==> config.mk <==
export PLATFORM = sky130hd
export DESIGN_NAME = game_datapath
export DESIGN_NICKNAME = d
export VERILOG_FILES = /design/src/rtl/game_pkg.sv /design/src/rtl/game_lfsr.sv /design/src/rtl/game_datapath.sv
export SDC_FILE = /design/constraint.sdc
export NUM_CORES = 1
export LEC_CHECK = 0
export ABC_AREA = 1
export BUFFER_PORTS_ARGS = -buffer_cell sky130_fd_sc_hd__buf_2
export CAP_MARGIN = 15
export CORE_AREA = 8 8 111 113
export CTS_CLUSTER_SIZE = 14
export DETAILED_ROUTE_END_ITERATION = 6
export DIE_AREA = 0 0 119 121
export SLEW_MARGIN = 0
export SYNTH_ARGS = -nofsm -noshare
export SYNTH_HDL_FRONTEND = slang
export SYNTH_SLANG_ARGS = --single-unit
==> constraint.sdc <==
create_clock -name clk -period 1.75 [get_ports clk]
set_clock_uncertainty 0.05 [all_clocks]
set_input_delay 0.35 -clock clk [delete_from_list [all_inputs] [get_ports clk]]
set_output_delay 0.35 -clock clk [all_outputs]
set_load 0.005 [all_outputs]
==> src/rtl/game_pkg.sv <==
// Shared constants for the memory-game datapath.
package game_pkg;

  localparam int unsigned SEQ_LEN  = 7;
  localparam int unsigned CNT_W    = 3;
  localparam int unsigned LIVES_W  = 2;
  localparam int unsigned DIV_W    = 5;
  localparam int unsigned LEVEL_W  = 5;
  localparam int unsigned DIGIT_W  = 2;
  localparam int unsigned LFSR_W   = 8;

  localparam int unsigned INIT_DIV = 25;
  localparam logic [LIVES_W-1:0] INIT_LIVES = LIVES_W'(3);
  localparam logic [LEVEL_W-1:0] INIT_LEVEL = LEVEL_W'(1);
  localparam logic [LEVEL_W-1:0] MAX_LEVEL  = LEVEL_W'(31);
  localparam logic [LFSR_W-1:0]  LFSR_SEED  = 8'hA5;

endpackage

==> src/rtl/game_lfsr.sv <==
// 8-bit Fibonacci LFSR, x^8+x^6+x^5+x^4+1, free-running from a nonzero seed.
module game_lfsr
  import game_pkg::*;
(
  input  logic              clk,
  input  logic              reset,
  output logic [LFSR_W-1:0] q
);

  // Shift left, feedback from taps 8,6,5,4; nonzero seed keeps it out of the lockup state
  always_ff @(posedge clk or negedge reset) begin
    if (!reset) q <= LFSR_SEED;
    else        q <= {q[LFSR_W-2:0], q[7] ^ q[5] ^ q[4] ^ q[3]};
  end

endmodule

==> src/rtl/game_datapath.sv <==
// Memory-game datapath: counters, sequence/user RAMs, compare, and show/blank phase timers.
module game_datapath
  import game_pkg::*;
#(
  parameter int unsigned TICK_CYCLES = 500000,
  parameter int unsigned BLANK_TICKS = 10,
  parameter int unsigned INIT_DIV    = game_pkg::INIT_DIV
) (
  input  logic               clk,
  input  logic               reset,
  input  logic               init_seq_counter,
  input  logic               init_user_counter,
  input  logic               init_match_counter,
  input  logic               init_show_counter,
  input  logic               init_lives,
  input  logic               init_level,
  input  logic               reset_clk,
  input  logic               incr_seq_counter,
  input  logic               incr_user_counter,
  input  logic               incr_level,
  input  logic               decr_show_counter,
  input  logic               decr_lives,
  input  logic               decr_clk,
  input  logic               store_num,
  input  logic               store_input,
  input  logic               read_seq,
  input  logic               read_input,
  input  logic               show_ready,
  input  logic               blank_ready,
  input  logic [DIGIT_W-1:0] keyVal,
  output logic               seq_end,
  output logic               full_input,
  output logic               end_comp,
  output logic               match,
  output logic               show_counter_zero,
  output logic               no_lives,
  output logic               clk_zero,
  output logic               goBlank,
  output logic               goShow,
  output logic [DIGIT_W-1:0] seq_num,
  output logic [LEVEL_W-1:0] level,
  output logic [LIVES_W-1:0] lives
);

  localparam int unsigned PRE_W   = (TICK_CYCLES > 1) ? $clog2(TICK_CYCLES) : 1;
  localparam int unsigned BLANK_W = (BLANK_TICKS > 1) ? $clog2(BLANK_TICKS + 1) : 1;
  localparam logic [CNT_W-1:0] CNT_END = CNT_W'(SEQ_LEN);

  logic [CNT_W-1:0]   seq_cnt, user_cnt, match_cnt;
  logic               show_cnt;
  logic [DIV_W-1:0]   div;
  logic [DIGIT_W-1:0] seq_ram  [0:SEQ_LEN-1];
  logic [DIGIT_W-1:0] user_ram [0:SEQ_LEN-1];
  logic [LFSR_W-1:0]  lfsr_q;
  logic [PRE_W-1:0]   presc;
  logic [DIV_W-1:0]   show_tmr;
  logic [BLANK_W-1:0] blank_tmr;

  logic               seq_valid_c, user_valid_c, tick_c, digit_eq_c;
  logic [DIGIT_W-1:0] seq_dig_c, user_dig_c;
  logic               unused_lfsr_c;

  game_lfsr u_lfsr (
    .clk   (clk),
    .reset (reset),
    .q     (lfsr_q)
  );

  // Only the low digit bits of the LFSR feed the sequence
  assign unused_lfsr_c = ^lfsr_q[LFSR_W-1:DIGIT_W];

  // Pointer-qualified RAM reads; index SEQ_LEN means "past the end" and reads 0
  assign seq_valid_c  = (seq_cnt  != CNT_END);
  assign user_valid_c = (user_cnt != CNT_END);
  assign seq_dig_c    = seq_valid_c  ? seq_ram[seq_cnt]   : '0;
  assign user_dig_c   = user_valid_c ? user_ram[user_cnt] : '0;
  assign digit_eq_c   = (seq_dig_c == user_dig_c);
  assign tick_c       = (presc == PRE_W'(TICK_CYCLES - 1));

  // Status decodes
  assign seq_end           = (seq_cnt == CNT_END);
  assign full_input        = (user_cnt == CNT_END);
  assign match             = (match_cnt == CNT_END);
  assign end_comp          = read_input & seq_end;
  assign show_counter_zero = (show_cnt == 1'b0);
  assign no_lives          = (lives == '0);
  assign clk_zero          = (div == '0);
  assign seq_num           = read_seq ? seq_dig_c : '0;

  // Sequence and user pointers; init beats incr, increments saturate
  always_ff @(posedge clk or negedge reset) begin
    if (!reset) begin
      seq_cnt  <= '0;
      user_cnt <= '0;
    end else begin
      if (init_seq_counter)                  seq_cnt <= '0;
      else if (incr_seq_counter && !seq_end) seq_cnt <= seq_cnt + CNT_W'(1);
      if (init_user_counter)                     user_cnt <= '0;
      else if (incr_user_counter && !full_input) user_cnt <= user_cnt + CNT_W'(1);
    end
  end

  // Match counter advances on each equal digit pair seen during a compare read
  always_ff @(posedge clk or negedge reset) begin
    if (!reset)                                              match_cnt <= '0;
    else if (init_match_counter)                             match_cnt <= '0;
    else if (read_input && seq_valid_c && digit_eq_c && !match) match_cnt <= match_cnt + CNT_W'(1);
  end

  // Show counter, lives, level and speed divider
  always_ff @(posedge clk or negedge reset) begin
    if (!reset) begin
      show_cnt <= 1'b1;
      lives    <= INIT_LIVES;
      level    <= INIT_LEVEL;
      div      <= DIV_W'(INIT_DIV);
    end else begin
      if (init_show_counter)      show_cnt <= 1'b1;
      else if (decr_show_counter) show_cnt <= 1'b0;
      if (init_lives)                    lives <= INIT_LIVES;
      else if (decr_lives && !no_lives)  lives <= lives - LIVES_W'(1);
      if (init_level)                           level <= INIT_LEVEL;
      else if (incr_level && level != MAX_LEVEL) level <= level + LEVEL_W'(1);
      if (reset_clk)                   div <= DIV_W'(INIT_DIV);
      else if (decr_clk && !clk_zero)  div <= div - DIV_W'(1);
    end
  end

  // Digit RAMs; writes at the past-the-end pointer are dropped
  always_ff @(posedge clk or negedge reset) begin
    if (!reset) begin
      for (int i = 0; i < SEQ_LEN; i++) begin
        seq_ram[i]  <= '0;
        user_ram[i] <= '0;
      end
    end else begin
      if (store_num && seq_valid_c)    seq_ram[seq_cnt]   <= lfsr_q[DIGIT_W-1:0];
      if (store_input && user_valid_c) user_ram[user_cnt] <= keyVal;
    end
  end

  // Free-running base-tick prescaler
  always_ff @(posedge clk or negedge reset) begin
    if (!reset)      presc <= '0;
    else if (tick_c) presc <= '0;
    else             presc <= presc + PRE_W'(1);
  end

  // Show timer: goBlank after div+1 ticks of an exclusive show phase
  always_ff @(posedge clk or negedge reset) begin
    if (!reset) begin
      show_tmr <= '0;
      goBlank  <= 1'b0;
    end else begin
      goBlank <= 1'b0;
      if (!show_ready || blank_ready) begin
        show_tmr <= '0;
      end else if (tick_c) begin
        if (show_tmr >= div) begin
          show_tmr <= '0;
          goBlank  <= 1'b1;
        end else begin
          show_tmr <= show_tmr + DIV_W'(1);
        end
      end
    end
  end

  // Blank timer: goShow after BLANK_TICKS ticks of an exclusive blank phase
  always_ff @(posedge clk or negedge reset) begin
    if (!reset) begin
      blank_tmr <= '0;
      goShow    <= 1'b0;
    end else begin
      goShow <= 1'b0;
      if (!blank_ready || show_ready) begin
        blank_tmr <= '0;
      end else if (tick_c) begin
        if (blank_tmr >= BLANK_W'(BLANK_TICKS - 1)) begin
          blank_tmr <= '0;
          goShow    <= 1'b1;
        end else begin
          blank_tmr <= blank_tmr + BLANK_W'(1);
        end
      end
    end
  end

endmodule

==> results.md, run 1 <==
* Final worst setup slack at -234 ps
* Violated checks: setup timing
* Antenna Cells at 0
* Crit share post-route at 113%
* Vias in the first global route at 3833
* RSZ-0062 raised after global routing: yes
* Std-Cell Rows at 38
* Switching pwr at 1.23 mW
* I/O Pins at 41
* CP Max Fanout at 7
* Largest net degree at the start of global routing at 34
* Synth Register Bits at 88
* Die Span Y at 121 um
* Worst-Margin Slew at 351 ps
* Sequential fraction of the synthesis area at 48.2%
* DR vias/cell at 4.88
* Setup CP Type: register to output port
* Num Clock Sinks at 88
* Commonest non-fill, non-tap cells in the layout: nand2_1, inv_1, dfrtp_1, o21ai_0
* Starting density of the core at 43.4%
* GPL Wtd Cong at 0.822
* Dpl hpwl at 6.91 mm
* # DRC at 0
* Most common cell after layout, fill and taps aside: nand2_1
* P&R area growth vs syn at 30.4%
* P per Cell Area at 783 mW/mm^2
* CP arrival at 1580 ps
* I/O Buffers at 40
* Critical Path End Type: output port
* Post-Syn Instances at 559
* CTS tree: done
* Initial antenna violation count at 0
* Routed WL per cell at 12.2 um
* Clock power frac at 36.3%
* Die width at 119 um
* First-pass GRT wire length at 16.5 mm
* Maximum buffer depth of the clock tree at 2
* Final setup violation count at 12
* Total Die Area at 0.0144 sq mm
* Logic pwr share at 15.4%
* Reg power frac at 48.4%
* Net Sw Frac at 26.2%
* Synth cell types at 33
* DRT Pass-1 Iters at 5
* Dpl ws at -134 ps
* Worst skew pair latency at 360 ps
* Root buf cell: clkbuf_8
* Outcome: finished, violations left
* CTS H-tree depth at 3
* Min-Delay Path Class: input port to register
* Max Freq at 0.504 GHz
* Mapped Avg Cell Area at 8.23 sq um
* Hold Vio Cnt, Final at 0
* Filler Cell Count at 959
* Max-slew violation count at 0
* Critical Path RT at 1350 ps
* Gr ovfl total at 0
* Rel. slew slack at 76.4%
* Layout cells sized above 1 at 34.4%
* Nets at 698
* Post-synthesis cell area at 0.00460 sq mm
* Synth warnings at 0
* Gr usage total at 13.5%
* Clock transition at the registers of the reported paths at 90 ps
* Hold Slack at 85.0 ps
* Total CTS buffers at 9
* Via Count at 3902
* Worst vdd ir at 0.441 mV
* Startpoint class of the critical path: register
* Core area at 0.0106 sq mm
* Internal power at 3.47 mW
* Post-route antenna net violation count at 0
* Tmin final at 1980 ps
* Total Routed Length at 9.74 mm
* Syn Nets at 602
* DRT iter0 DRCs at 174
* Max cap viols at 0
* Static Leak at 2.92 nW
==> flip-flops by register name (all words and copies together), names as in the netlist, 3 cells and up <==
register	cells
presc	19
user_ram	14
u_lfsr.q	8
user_cnt	3
blank_tmr	4
seq_cnt	3
show_tmr	5
div	5
level	5
match_cnt	3
seq_ram	14
==> power by group through the flow <==
stage / logic (mW) / clock network [mW] / registers, mW
detailed placement: 0.592 / 0 / 2.30
CTS: 0.646 / 1.75 / 2.26
global route: 0.829 / 1.83 / 2.29
floorplan: 0.389 / 0 / 2.29
global placement: 0.573 / 0 / 2.29
finish: 0.721 / 1.70 / 2.27
==> worst max-delay path, cell delays in order (launching register included) <==
cell and delay, ps:
dfrtp_1 410, buf_6 150, or2_0 190, nand3_1 80, nand2_2 80, o21ai_4 130
nor2_1 50, buf_2 120
==> synthesized netlist by cell type <==
library cell | number | area, sq um
o21ai_1 | 8 | 40.0
a21boi_1 | 1 | 7.51
o21ai_2 | 2 | 17.5
inv_1 | 91 | 342
xor2_1 | 7 | 61.3
nand2_4 | 1 | 11.3
dfstp_2 | 11 | 289
or2_0 | 1 | 6.26
buf_4 | 1 | 7.51
nand2_2 | 5 | 31.3
o21ai_0 | 51 | 255
nor3_1 | 12 | 60.1
and2_1 | 1 | 6.26
nor3_2 | 2 | 20.0
clkinv_8 | 1 | 16.3
nand4_1 | 11 | 68.8
nor2_2 | 11 | 68.8
o221ai_1 | 1 | 8.76
xnor2_1 | 4 | 35.0
buf_6 | 2 | 22.5
nor4_1 | 6 | 37.5
o21bai_1 | 1 | 7.51
a31oi_1 | 2 | 12.5
nand2_1 | 116 | 435
nor2_4 | 4 | 45.0
inv_2 | 10 | 37.5
nand3_2 | 3 | 30.0
nor4_2 | 1 | 12.5
ha_1 | 20 | 250
a21oi_1 | 18 | 90.1
dfrtp_1 | 77 | 1930
nand3_1 | 39 | 195
nor2_1 | 38 | 143
==> per-layer routing <==
metal	global-route usage, %	routed length (um)	vias up
li1	-	-	1984
met1	16.2	4370	1843
met2	22.8	4870	60
met3	3.21	311	15
met4	5.93	184	0
met5	0	0	-
==> through the flow <==
step	cell area (sq um)	setup TNS, ps	instances	power (mW)	util, %
floorplan	4600	0	559	2.68	-
finish	5990	-853	800	4.70	56.5
global route	5990	-2410	800	4.95	56.5
detailed placement	5160	-795	761	2.89	48.7
global placement	5160	-30.7	761	2.87	48.7
CTS	5610	-839	789	4.66	52.9
==> cells by family (layout without fill, tap and decap cells) <==
logic type / Yosys count / in the layout / synth area share, %
AOI/OAI and AO/OA: 84 / 84 / 9.55
xor gates and xnor gates: 11 / 11 / 2.10
adders and majority gates: 20 / 20 / 5.44
buffers and inverters: 105 / 206 / 9.25
DFF: 88 / 88 / 48.2
and+or+nand+nor: 251 / 251 / 25.5
==> path summary, 6_finish.rpt <==
check,startpoint,endpoint,slack [ps],cells past startpoint
worst max-delay path,seq_cnt[0],seq_num[0],-230,7
worst min-delay path,decr_show_counter,show_cnt,90,2
worst min register to register,u_lfsr.q[6],u_lfsr.q[7],310,0
min in group asynchronous,reset,seq_ram[10],380,2
max in group asynchronous,reset,show_cnt,700,3
worst max register to register,user_cnt[0],match_cnt[0],-60,10
==> final cells by class <==
cell class | count | area, sq um | share of cell area [%]
multi-input cells | 366 | 2310 | 38.5
clock inverters | 5 | 104 | 1.73
clock buffers | 11 | 141 | 2.36
flip-flops and latches | 88 | 2220 | 37.0
inverters | 102 | 408 | 6.80
well taps | 140 | 175 | 2.92
repair buffers | 88 | 637 | 10.6
==> timing repair <==
| item | 4_1_cts | 5_1_grt |
|---|---|---|
| hold endpoints to repair | 17 | 0 |
| buffers inserted | 11 | 14 |
| pin swaps | 7 | 31 |
| endpoints found under the setup margin | 16 | 52 |
| hold buffers | 1 | 0 |
| resized for setup | 29 | 88 |
(Power assumes the default switching activity.)
==> run 2: changes to the inputs <==
--- a/config.mk
+++ b/config.mk
@@ -8,10 +8,10 @@
 export ABC_AREA = 1
 export BUFFER_PORTS_ARGS = -buffer_cell sky130_fd_sc_hd__buf_2
 export CAP_MARGIN = 15
-export CORE_AREA = 8 8 111 113
+export CORE_AREA = 2 2 105 107
 export CTS_CLUSTER_SIZE = 14
 export DETAILED_ROUTE_END_ITERATION = 6
-export DIE_AREA = 0 0 119 121
+export DIE_AREA = 0 0 107 109
 export SLEW_MARGIN = 0
 export SYNTH_ARGS = -nofsm -noshare
 export SYNTH_HDL_FRONTEND = slang
==> run 2 against run 1 <==
Effect of this change: the run still ends with setup timing left; final cell count fell by 0.63%; critical path depth did not move; worst hold slack improved by 11 ps; sequential share of layout area rose by 1.3 points; register-to-register slack improved by 50 ps; non-clock buffer count fell by 5; power fell by 4.1%; clock power fell by 9%; first-iteration DRC count rose by 2.3%; global-route usage rose by 3.2 points; core utilization fell by 1.9 points.
==> results.md, run 2 (same netlist as run 1, synthesis figures left out) <==
* Num Clock Sinks at 88 (unchanged)
* Final setup violation count at 6 (-6)
* Core area at 0.0106 sq mm (unchanged)
* Clock transition at the registers of the reported paths at 80 ps (about the same)
* Filler Cell Count at 998 (+4.1%)
* CTS tree: done
* Pwr Total at 4.51 mW (-4.1%)
* I/O Buffers at 40 (unchanged)
* Max Freq at 0.506 GHz (+0.46%)
* I/O Pins at 41 (unchanged)
* Max cap viols at 0 (unchanged)
* Total Die Area at 0.0117 sq mm (-19%)
* Rel. slew slack at 74.9% (-1.5 points)
* Std-Cell Rows at 38 (unchanged)
* Area after DPL at 0.00512 sq mm (-0.68%)
* First-pass GRT wire length at 16.1 mm (-2.5%)
* P&R area growth vs syn at 25.9%
* Total CTS buffers at 9 (unchanged)
* Min-Delay Path Class: input port to register
* CP Max Fanout at 7 (unchanged)
* RSZ-0062 raised after global routing: yes
* Slowest stage delay, CP at 410 ps (about the same)
* Most common cell after layout, fill and taps aside: nand2_1
* Switching pwr at 1.23 mW (-0.32%)
* Final worst setup slack at -225 ps (+9.04 ps)
* Starting density of the core at 43.4% (unchanged)
* Max-slew violation count at 0 (unchanged)
* Setup CP Type: register to output port
* Routed WL per cell at 11.7 um (-4.0%)
* TNS Setup at -598 ps (+255 ps)
* Hold Vio Cnt, Final at 0 (unchanged)
* P per Cell Area at 778 mW/mm^2 (-0.69%)
* Leading registers by flop count: presc: 19 flops, seq_ram: 14 flops, user_ram: 14 flops
* Dpl hpwl at 6.55 mm (-5.2%)
* Via Count at 3820 (-2.1%)
* Total Routed Length at 9.30 mm (-4.6%)
* Outcome: finished, violations left
* Biggest register: presc
* Tmin final at 1970 ps (-9.04 ps)
* CTS H-tree depth at 3 (unchanged)
* Slowest CP cell: dfrtp_1
* CP arrival at 1570 ps (about the same)
* Delay-heaviest family, CP: flip-flops
* Worst reg-to-reg setup slack at -10 ps (+50 ps)
* Gr usage total at 16.7% (+3.2 points)
* Crit share post-route at 113% (-0.52 points)
* Post-Layout Cell Count at 795 (-0.63%)
* DR vias/cell at 4.81 (-1.5%)
* Worst-path cell chain: buf_6, or2_0, nand3_1, nand2_1, o21ai_2, nor2_1, buf_2
* Hold Slack at 96.1 ps (+11.1 ps)
* Maximum buffer depth of the clock tree at 2 (unchanged)
* Max reg flops at 19 (unchanged)
* # DRC at 0 (unchanged)
* Worst skew pair latency at 350 ps (about the same)
* Worst-Margin Slew at 376 ps (+25.3 ps)
* Sequential Area at 0.00222 sq mm (about the same)
* Commonest non-fill, non-tap cells in the layout: nand2_1, inv_1, dfrtp_1, o21ai_0
* Inst Count DP at 758 (-0.39%)
* Layout cells sized above 1 at 30.7% (-3.7 points)
* DRT iter0 DRCs at 178 (+2.3%)
* Vias in the first global route at 3779 (-1.4%)
* Net Sw Frac at 27.2% (+1.0 points)
* Nets at 693 (-0.72%)
* Reg power frac at 50.2% (+1.8 points)
* DRT Pass-1 Iters at 4 (-1)
* Initial antenna violation count at 0 (unchanged)
* Gr ovfl total at 0 (unchanged)
* Post-route antenna net violation count at 0 (unchanged)
* Die width at 107 um (-10%)
* GPL Wtd Cong at 0.845 (+2.8%)
* Logic pwr share at 15.5% (about the same)
* Root buf cell: clkbuf_8
* Largest net degree at the start of global routing at 40 (+18%)
* Critical Path RT at 1350 ps (about the same)
* Antenna Cells at 0 (unchanged)
* Worst vdd ir at 0.487 mV (+11%)
* Internal power at 3.28 mW (-5.4%)
* Static Leak at 2.87 nW (-1.7%)
* Fin area at 0.00579 sq mm (-3.4%)
* Clock power frac at 34.3% (-2.0 points)
* WP buf/inv at 2 (unchanged)
* Multi-input gate area at 0.00223 sq mm (-3.5%)
* Die Span Y at 109 um (-9.9%)
* Startpoint class of the critical path: register
* Violated checks: setup timing
* Critical Path End Type: output port
[run 2: worst paths after layout]
check / to / cells after the start / start
max in group asynchronous: seq_cnt[2] / 3 / reset
worst max register to register: match_cnt[0] / 12 / seq_cnt[0]
worst min register to register: u_lfsr.q[7] / 0 / u_lfsr.q[6]
worst max-delay path: seq_num[0] / 7 / seq_cnt[0]
min in group asynchronous: seq_ram[12] / 2 / reset
worst min-delay path: show_cnt / 2 / decr_show_counter
[run 2: per-stage QoR]
step                utilization (%)  setup WS, ps
finish                         54.6          -225
global route                   54.6          -315
CTS                            51.6          -243
detailed placement             48.3         -83.3
global placement               48.3         -2.83
floorplan                         -          15.3
[run 2: layout make-up]
cell class | instances | area share, %
inverter | 102 | 6.96
sequential | 88 | 38.3
timing repair buffer | 83 | 9.53
multi-input combinational | 366 | 38.5
clock buffer | 11 | 2.27
tap | 140 | 3.03
clock inverter | 5 | 1.40
[run 2: per-layer routing]
layer | GRT usage [%] | share of wire [%] | vias to the layer above
li1 | - | - | 1978
met1 | 21.1 | 47 | 1784
met2 | 29.8 | 49 | 50
met3 | 2.57 | 2.7 | 8
met4 | 4.82 | 0.81 | 0
met5 | 0 | 0 | -
[run 2: power by group through the flow]
stage                     Combinational [mW]  Clock, mW  Sequential [mW]
after CTS                              0.635       1.60             2.26
final                                  0.700       1.55             2.26
after global routing                   0.815       1.66             2.28
after detailed placement               0.585          0             2.30
after global placement                 0.567          0             2.29
after floorplan                        0.389          0             2.29
[run 2: what timing repair did]
item	4_1_cts	5_1_grt
hold endpoints to repair	14	0
hold buffers	1	0
setup endpoints to repair	19	51
buffers inserted	7	15
pin swaps	10	24
gates resized for setup	20	57
